**config.mk**
```make
export PLATFORM = sky130hd
export DESIGN_NAME = fsm_input_seq_param
export DESIGN_NICKNAME = d
export VERILOG_FILES = /design/src/rtl/fsm_input_seq_param.sv
export SDC_FILE = /design/constraint.sdc
export NUM_CORES = 1
export LEC_CHECK = 0
export CAP_MARGIN = 20
export CORE_AREA = 2 2 39 41
export DETAILED_ROUTE_END_ITERATION = 10
export DIE_AREA = 0 0 41 43
export PLACE_DENSITY_LB_ADDON = 0.25
export SLEW_MARGIN = 40
export SYNTH_ARGS = -nofsm -noshare
export SYNTH_HDL_FRONTEND = slang
export SYNTH_SLANG_ARGS = --single-unit
```
**constraint.sdc**
```tcl
create_clock -name clk -period 1.7 [get_ports clk]
set_input_delay 0.17 -clock clk [delete_from_list [all_inputs] [get_ports clk]]
set_output_delay 0.17 -clock clk [all_outputs]
set_load 0.03 [all_outputs]
```
**src/rtl/fsm_input_seq_param.sv**
```systemverilog
// ---------------------------------------------------------------------------
// fsm_input_seq_param
//
// Operand-input enable sequencer for the FPU add/sub pipeline. A start request
// (init_OPERATION) opens a run window of SHIFT_CYCLES cycles during which the
// shift register is enabled. The operand input enable stays open for the first
// OPEN_CYCLES of that window. The block also provides busy/done status and a
// synchronous abort.
//
// Optional build macro: FSM_INPUT_SEQ_RETRIGGER_EN
//   When defined, a start request seen while the input window is closed is
//   remembered in a pending flag. On the last run cycle a pending or live
//   request restarts the run immediately, so there is no IDLE gap between
//   runs. When undefined, requests made during a run are ignored.
//
// Parameters:
//   SHIFT_CYCLES  run length in cycles          (1 .. 2^CNT_WIDTH-1)
//   OPEN_CYCLES   leading cycles with input open (0 .. SHIFT_CYCLES)
//   CNT_WIDTH     run counter width              (2^CNT_WIDTH > SHIFT_CYCLES)
//
// Ports:
//   clk                    in   system clock, rising edge
//   rst_n                  in   asynchronous active-low reset
//   init_OPERATION         in   start request, level-sensitive
//   abort                  in   synchronous cancel of the current run
//   enable_input_internal  out  operand-register input enable
//   enable_Pipeline_input  out  enable_input_internal & init_OPERATION
//   enable_shift_reg       out  shift-register enable (high during RUN)
//   busy                   out  high during RUN
//   done                   out  one-cycle registered pulse after a finished run
//   run_cnt                out  position inside the run window (debug)
// ---------------------------------------------------------------------------
module fsm_input_seq_param #(
    parameter int SHIFT_CYCLES = 5,
    parameter int OPEN_CYCLES  = 2,
    parameter int CNT_WIDTH    = 4
) (
    input  logic                 clk,
    input  logic                 rst_n,
    input  logic                 init_OPERATION,
    input  logic                 abort,
    output logic                 enable_input_internal,
    output logic                 enable_Pipeline_input,
    output logic                 enable_shift_reg,
    output logic                 busy,
    output logic                 done,
    output logic [CNT_WIDTH-1:0] run_cnt
);

    // One-hot style encoding leaves two spare codes; both fall back to IDLE.
    typedef enum logic [1:0] {
        IDLE = 2'b01,
        RUN  = 2'b10
    } state_t;

    localparam logic [CNT_WIDTH-1:0] LAST_CNT = CNT_WIDTH'(SHIFT_CYCLES - 1);

    state_t               state_q, state_d;
    logic [CNT_WIDTH-1:0] cnt_q, cnt_d;
    logic                 done_q, done_d;
    logic                 in_run;
    logic                 is_open;
    logic                 last_cycle;

    // Input window decode. The zero-width window is handled separately so the
    // comparison never degenerates into an always-false unsigned compare.
    generate
        if (OPEN_CYCLES == 0) begin : g_never_open
            assign is_open = 1'b0;
        end else begin : g_open_cmp
            localparam logic [CNT_WIDTH-1:0] OPEN_CNT = CNT_WIDTH'(OPEN_CYCLES);
            assign is_open = (cnt_q < OPEN_CNT);
        end
    endgenerate

    assign in_run     = (state_q == RUN);
    assign last_cycle = in_run && (cnt_q == LAST_CNT);

`ifdef FSM_INPUT_SEQ_RETRIGGER_EN
    logic pending_q, pending_d;
`endif

    // -----------------------------------------------------------------------
    // Next-state logic
    // -----------------------------------------------------------------------
    always_comb begin
        state_d = state_q;
        cnt_d   = cnt_q;
        done_d  = 1'b0;
`ifdef FSM_INPUT_SEQ_RETRIGGER_EN
        pending_d = pending_q;
`endif
        case (state_q)
            IDLE: begin
                cnt_d = '0;
`ifdef FSM_INPUT_SEQ_RETRIGGER_EN
                pending_d = 1'b0;
`endif
                if (init_OPERATION && !abort) begin
                    state_d = RUN;
                end
            end
            RUN: begin
                if (abort) begin
                    // Abort wins over completion and retrigger; no done pulse.
                    state_d = IDLE;
                    cnt_d   = '0;
`ifdef FSM_INPUT_SEQ_RETRIGGER_EN
                    pending_d = 1'b0;
`endif
                end else if (last_cycle) begin
                    done_d = 1'b1;
                    cnt_d  = '0;
`ifdef FSM_INPUT_SEQ_RETRIGGER_EN
                    pending_d = 1'b0;
                    if (pending_q || init_OPERATION) begin
                        state_d = RUN;
                    end else begin
                        state_d = IDLE;
                    end
`else
                    state_d = IDLE;
`endif
                end else begin
                    cnt_d = cnt_q + 1'b1;
`ifdef FSM_INPUT_SEQ_RETRIGGER_EN
                    // Only requests the input window could not take are queued.
                    if (init_OPERATION && !is_open) begin
                        pending_d = 1'b1;
                    end
`endif
                end
            end
            default: begin
                state_d = IDLE;
                cnt_d   = '0;
`ifdef FSM_INPUT_SEQ_RETRIGGER_EN
                pending_d = 1'b0;
`endif
            end
        endcase
    end

    // -----------------------------------------------------------------------
    // State registers
    // -----------------------------------------------------------------------
    always_ff @(posedge clk or negedge rst_n) begin
        if (!rst_n) begin
            state_q <= IDLE;
            cnt_q   <= '0;
            done_q  <= 1'b0;
        end else begin
            state_q <= state_d;
            cnt_q   <= cnt_d;
            done_q  <= done_d;
        end
    end

`ifdef FSM_INPUT_SEQ_RETRIGGER_EN
    always_ff @(posedge clk or negedge rst_n) begin
        if (!rst_n) begin
            pending_q <= 1'b0;
        end else begin
            pending_q <= pending_d;
        end
    end
`endif

    // -----------------------------------------------------------------------
    // Outputs: decoded from state/counter, no added latency. Spare encodings
    // present IDLE outputs for their single cycle.
    // -----------------------------------------------------------------------
    assign busy                  = in_run;
    assign enable_shift_reg      = in_run;
    assign enable_input_internal = !in_run || is_open;
    assign enable_Pipeline_input = enable_input_internal & init_OPERATION;
    assign done                  = done_q;
    assign run_cnt               = cnt_q;

endmodule

```
== Word level (Yosys, flattened, before mapping) ==
Cells that the tools add are included.
Operators by class
  add/subtract/negate cells: 1
  multiply operators: 0
  div/mod/pow operators: 0
  order comparisons: 1
  equal/unequal tests: 5
  shift-type cells: 0
  muxes and demuxes: 10
  bitwise operators: 1
  reductions and logical operators: 6
Operators by type and width (number)
  $mux W4: 3
  $mux W2: 3
  $add A4 B1 Y4 const B: 1
  $eq A4 B3 Y1 const B: 1
  $lt A4 B2 Y1 const B: 1
  $pmux W2 S2: 1
  $mux W1: 3
  $ne A3 B2 Y1 const B: 1
  $eq A2 B1 Y1 const B: 1
  $eq A2 B2 Y1 const B: 1
  $logic_and A1 B1 Y1: 2
  $logic_not A1 Y1: 2
  $ne A2 B2 Y1 const B: 1
  $reduce_and A2 Y1: 1
  $and A1 B1 Y1: 1
  $logic_or A1 B1 Y1: 1
Word-level totals
  flip-flop bits (word level): 7
  bits in latches: 0
  memory bits (writable): 0
  ROM bits: 0
  input bits: 4
  output and inout bits: 9
  word-level logic and storage cells: 27
  memories kept: 0

== Logic depth before layout (Yosys ltp) ==
Gate-level depths: netlist (run 1).
  word-level depth: 5
  gate-level depth with buffers: 5
  gate-level depth less buffers: 5

== Least setup slack after synthesis (run 1) ==
OpenSTA, ideal clock, no wires.
  path type: register -> output
  start: reg cnt_q[1], in the netlist run_cnt[1]
  end: out enable_Pipeline_input
  arrival: 1.533 ns
  required time: 1.530 ns
  setup slack: -0.003 ns
  cell stages (with the launch flop): 3
  buffers on the path: 0
  cells stage by stage: dfrtp_1 > o31ai_2 > and2_1
On the way
  cells in the longest elaborated chain, start to end: 3
Ends and longest elaborated chain
  start, declared: line 59  | logic [CNT_WIDTH-1:0] cnt_q, cnt_d;
  start signal, assigned: line 154  | cnt_q <= cnt_d;
  $lt A4 B2 Y1: line 72  | assign is_open = (cnt_q < OPEN_CNT);
  $logic_or A1 B1 Y1: line 175  | assign enable_input_internal = !in_run || is_open;
  named net enable_input_internal: line 42  | output logic enable_input_internal,
  $and A1 B1 Y1: line 176  | assign enable_Pipeline_input = enable_input_internal & init_OPERATION;
  end, declared: line 43  | output logic enable_Pipeline_input,
The timed path passes the listed nets, and every way through them passes these cells.

== Worst setup path after layout (run 1) ==
  start: reg cnt_q[1], in the netlist run_cnt[1]
  end: out run_cnt[1]
RTL lines
  end, declared: line 47  | output logic [CNT_WIDTH-1:0] run_cnt
No word-level cell between the ends.

==> metrics.md, run 1 <==
| Metric | Value |
|---|---|
| Iteration-0 DRC Markers | 4 |
| Die area | 1760 µm² |
| Area of the multi-input gates | 155 µm² |
| Fill cells | 144 |
| Largest net degree at the start of global routing | 8 |
| Setup-failing EPs final | 0 |
| Total power | 353 µW |
| I/O Pins | 13 |
| Placer Congestion | 0.775 |
| Initial antenna violation count | 0 |
| Number of iterations in the first detailed-routing pass | 4 |
| CTS sink cnt | 7 |
| Routed len/inst | 9.71 µm |
| Fin nets | 53 |
| Int Pwr | 277 µW |
| Synthesized area | 338 µm² |
| Register area | 176 µm² |
| Clock latency on the worst-skew pair | 0.25 ns |
| CTS Buf Count | 3 |
| Vias in the first global route | 266 |
| Most area-hungry cell type in the Yosys netlist | dfrtp_1 |
| DRC errors left | 0 |
| Worst setup SP type | flip-flop |
| Hpwl dp | 488 µm |
| Antenna Nets Post-Route | 0 |
| Setup TNS | 0 ns |
| Ranking of synthesized cells by area | dfrtp_1 (44%), dfstp_2 (7.8%), ha_1 (7.4%), and2_1 (5.6%), nor3b_2 (3.7%) |
| Via/cell ratio | 4.21 |
| Clock share of power | 0.415 |
| Starting Density | 0.244 |
| Wirelength, routed | 602 µm |
| Max transition margin | 0.793 |
| TritonCTS clock tree | yes |
| RSZ-0062 raised after global routing | no |
| FF+latch count, synth | 7 |
| H-tree levels | 1 |
| Critical-path maximum fanout | 4 |
| Max Cap Viol | 0 |
| Psw | 75.6 µW |
| Total gr overflow | 0 |
| Syn. warnings | 0 |
| Die Y | 43 µm |
| Final Max Slew Viols | 0 |
| I/O Buffers | 12 |
| Worst Tran Pin Value | 0.310 ns |
| Worst EP arrival | 1.45 ns |
| FMAX | 617 MHz |
| Area growth from synthesis to layout | 53.0% |
| Layout cells sized above 1 | 0.217 |
| HP Class | in2async |
| Leak | 0.220 nW |
| Row count | 14 |
| Global-route wire length before repair | 1050 µm |
| Yosys cell types | 18 |
| CP required | 1.53 ns |
| Final hold violation count | 0 |
| Tmin final | 1.62 ns |
| Core ar. | 1380 µm² |
| Root buf cell | clkbuf_4 |
| Deepest clock path buffer count | 2 |
| Avg Cell Area, Syn | 11.6 µm² |
| Final period util | 0.953 |
| Comb pwr share | 0.086 |
| Critical path type | reg2out |
| Switching Share | 0.214 |
| Sequential share of power | 0.499 |
| Syn Inst Count | 29 |
| Crit path capture type | primary output |
| Antenna fix cells | 0 |
| Outcome | complete, no violations |
| VDD IR max | 0.291 mV |
| DR vias | 261 |
| Top-area cell type share of the netlist area | 0.444 |
| Net count after synthesis | 35 |
| Pwr Density | 683 nW/µm² |
| Final Skew | 0.00243 ns |
| Clk slew on worst S/H paths | 0.05 ns |
| GRT Util Overall | 0.0929 |
| Sequential fraction of the synthesis area | 0.522 |
| Die span in x | 41 µm |
power groups by stage:
stage	Clock [mW]	Combinational [mW]	Sequential, mW
final	0.146	0.0305	0.176
after global routing	0.165	0.0342	0.176
after CTS	0.151	0.0309	0.176
after detailed placement	0	0.0327	0.178
after global placement	0	0.0323	0.178
after floorplan	0	0.0153	0.179
worst paths after layout:
| kind | startpoint | end | slack, ns | cells after the start |
|---|---|---|---|---|
| max in group asynchronous | rst_n | state_q[0]$_DFFE_PN1P_ | 1.24 | 1 |
| setup / recovery | run_cnt[1]$_DFF_PN0_ | run_cnt[1] | 0.08 | 2 |
| hold / removal | rst_n | run_cnt[1]$_DFF_PN0_ | 0.18 | 1 |
| hold reg to reg | run_cnt[0]$_DFF_PN0_ | run_cnt[0]$_DFF_PN0_ | 0.51 | 1 |
| min in group clk | run_cnt[0]$_DFF_PN0_ | run_cnt[0]$_DFF_PN0_ | 0.51 | 1 |
| setup reg to reg | run_cnt[1]$_DFF_PN0_ | state_q[0]$_DFFE_PN1P_ | 0.53 | 6 |
worst max-delay path: stages (launching register included):
cell and delay [ns]:
dfrtp_1 0.39, buf_4 0.15, clkdlybuf4s50_1 0.66
metal layers:
metal | share of wire | track usage | vias up
met5 | 0 | 0 | -
met4 | 0.023 | 0.0600 | 0
met3 | 0.14 | 0.0524 | 2
met2 | 0.41 | 0.125 | 20
met1 | 0.42 | 0.108 | 111
li1 | - | - | 128
repair_timing:
action | 4_1_cts | 5_1_grt
hold buffers | 0 | 0
buffers inserted | 0 | 0
resized for setup | 4 | 1
setup endpoints to repair | 4 | 1
sequential cells by signal, summed over array words and instances (netlist names):
signal   flops
done         1
run_cnt      4
state_q      2
layout make-up:
class,count,area share
clock buffers,4,0.0508
inverters,2,0.0145
multi-input cells,19,0.300
flip-flops and latches,7,0.341
well taps,16,0.0387
repair buffers,14,0.254
cells in the final DEF, fill, tap and decap left out:
master	count
and2_1	3
buf_4	2
clkbuf_1	1
clkbuf_4	3
clkdlybuf4s15_1	1
clkdlybuf4s50_1	8
dfrtp_1	6
dfstp_2	1
dlygate4sd2_1	3
ha_1	2
inv_1	2
nand2_1	1
nand2_2	1
nand3_1	1
nand3b_1	1
nand4bb_1	1
nor2_1	3
nor2b_1	1
nor2b_2	1
nor3b_2	1
o31ai_4	1
xnor2_1	1
xor2_1	1
logic make-up after synthesis:
group,after synthesis,synth area share
xor+xnor,2,0.0519
fa+ha+maj,2,0.0741
flops,7,0.522
buf+inv,3,0.0445
simple gates,14,0.270
compound gates,1,0.0370
cells in the mapped netlist:
library cell	count
nand3_1	1
dfstp_2	1
xor2_1	1
dfrtp_1	6
buf_4	1
nand2_1	1
and2_1	3
nor2_1	3
nand3b_1	1
nor2b_2	1
o31ai_2	1
nand2_2	1
nor2b_1	1
xnor2_1	1
nor3b_2	1
inv_1	2
nand4bb_1	1
ha_1	2
stage by stage:
| stage | cell area, µm² | util | hold WS (ns) | instances | setup slack [ns] |
|---|---|---|---|---|---|
| 2_1_floorplan | 347 | - | -0.126 | 29 | 0.164 |
| 3_3_place_gp | 494 | 0.357 | 0.444 | 58 | 0.0749 |
| 3_5_place_dp | 494 | 0.357 | 0.452 | 58 | 0.0595 |
| 4_1_cts | 515 | 0.373 | 0.188 | 62 | 0.0645 |
| 5_1_grt | 517 | 0.373 | 0.198 | 62 | 0.0234 |
| 6_report | 517 | 0.373 | 0.177 | 62 | 0.0802 |
Power figures use the tool's default switching activity.
==> inputs of run 2 (changes only) <==
--- a/config.mk
+++ b/config.mk
@@ -10,7 +10,8 @@
 export DETAILED_ROUTE_END_ITERATION = 10
 export DIE_AREA = 0 0 41 43
 export PLACE_DENSITY_LB_ADDON = 0.25
-export SLEW_MARGIN = 40
+export SLEW_MARGIN = 20
 export SYNTH_ARGS = -nofsm -noshare
 export SYNTH_HDL_FRONTEND = slang
 export SYNTH_SLANG_ARGS = --single-unit
+export TNS_END_PERCENT = 100
==> results of run 2 <==
The final DEF is identical to that of run 1; final timing and power are the same.
==> inputs of run 3 (changes only) <==
--- a/config.mk
+++ b/config.mk
@@ -10,7 +10,7 @@
 export DETAILED_ROUTE_END_ITERATION = 10
 export DIE_AREA = 0 0 41 43
 export PLACE_DENSITY_LB_ADDON = 0.25
-export SLEW_MARGIN = 20
+export SLEW_MARGIN = 0
 export SYNTH_ARGS = -nofsm -noshare
 export SYNTH_HDL_FRONTEND = slang
 export SYNTH_SLANG_ARGS = --single-unit
==> results of run 3 <==
The final DEF is identical to that of run 1; final timing and power are the same.
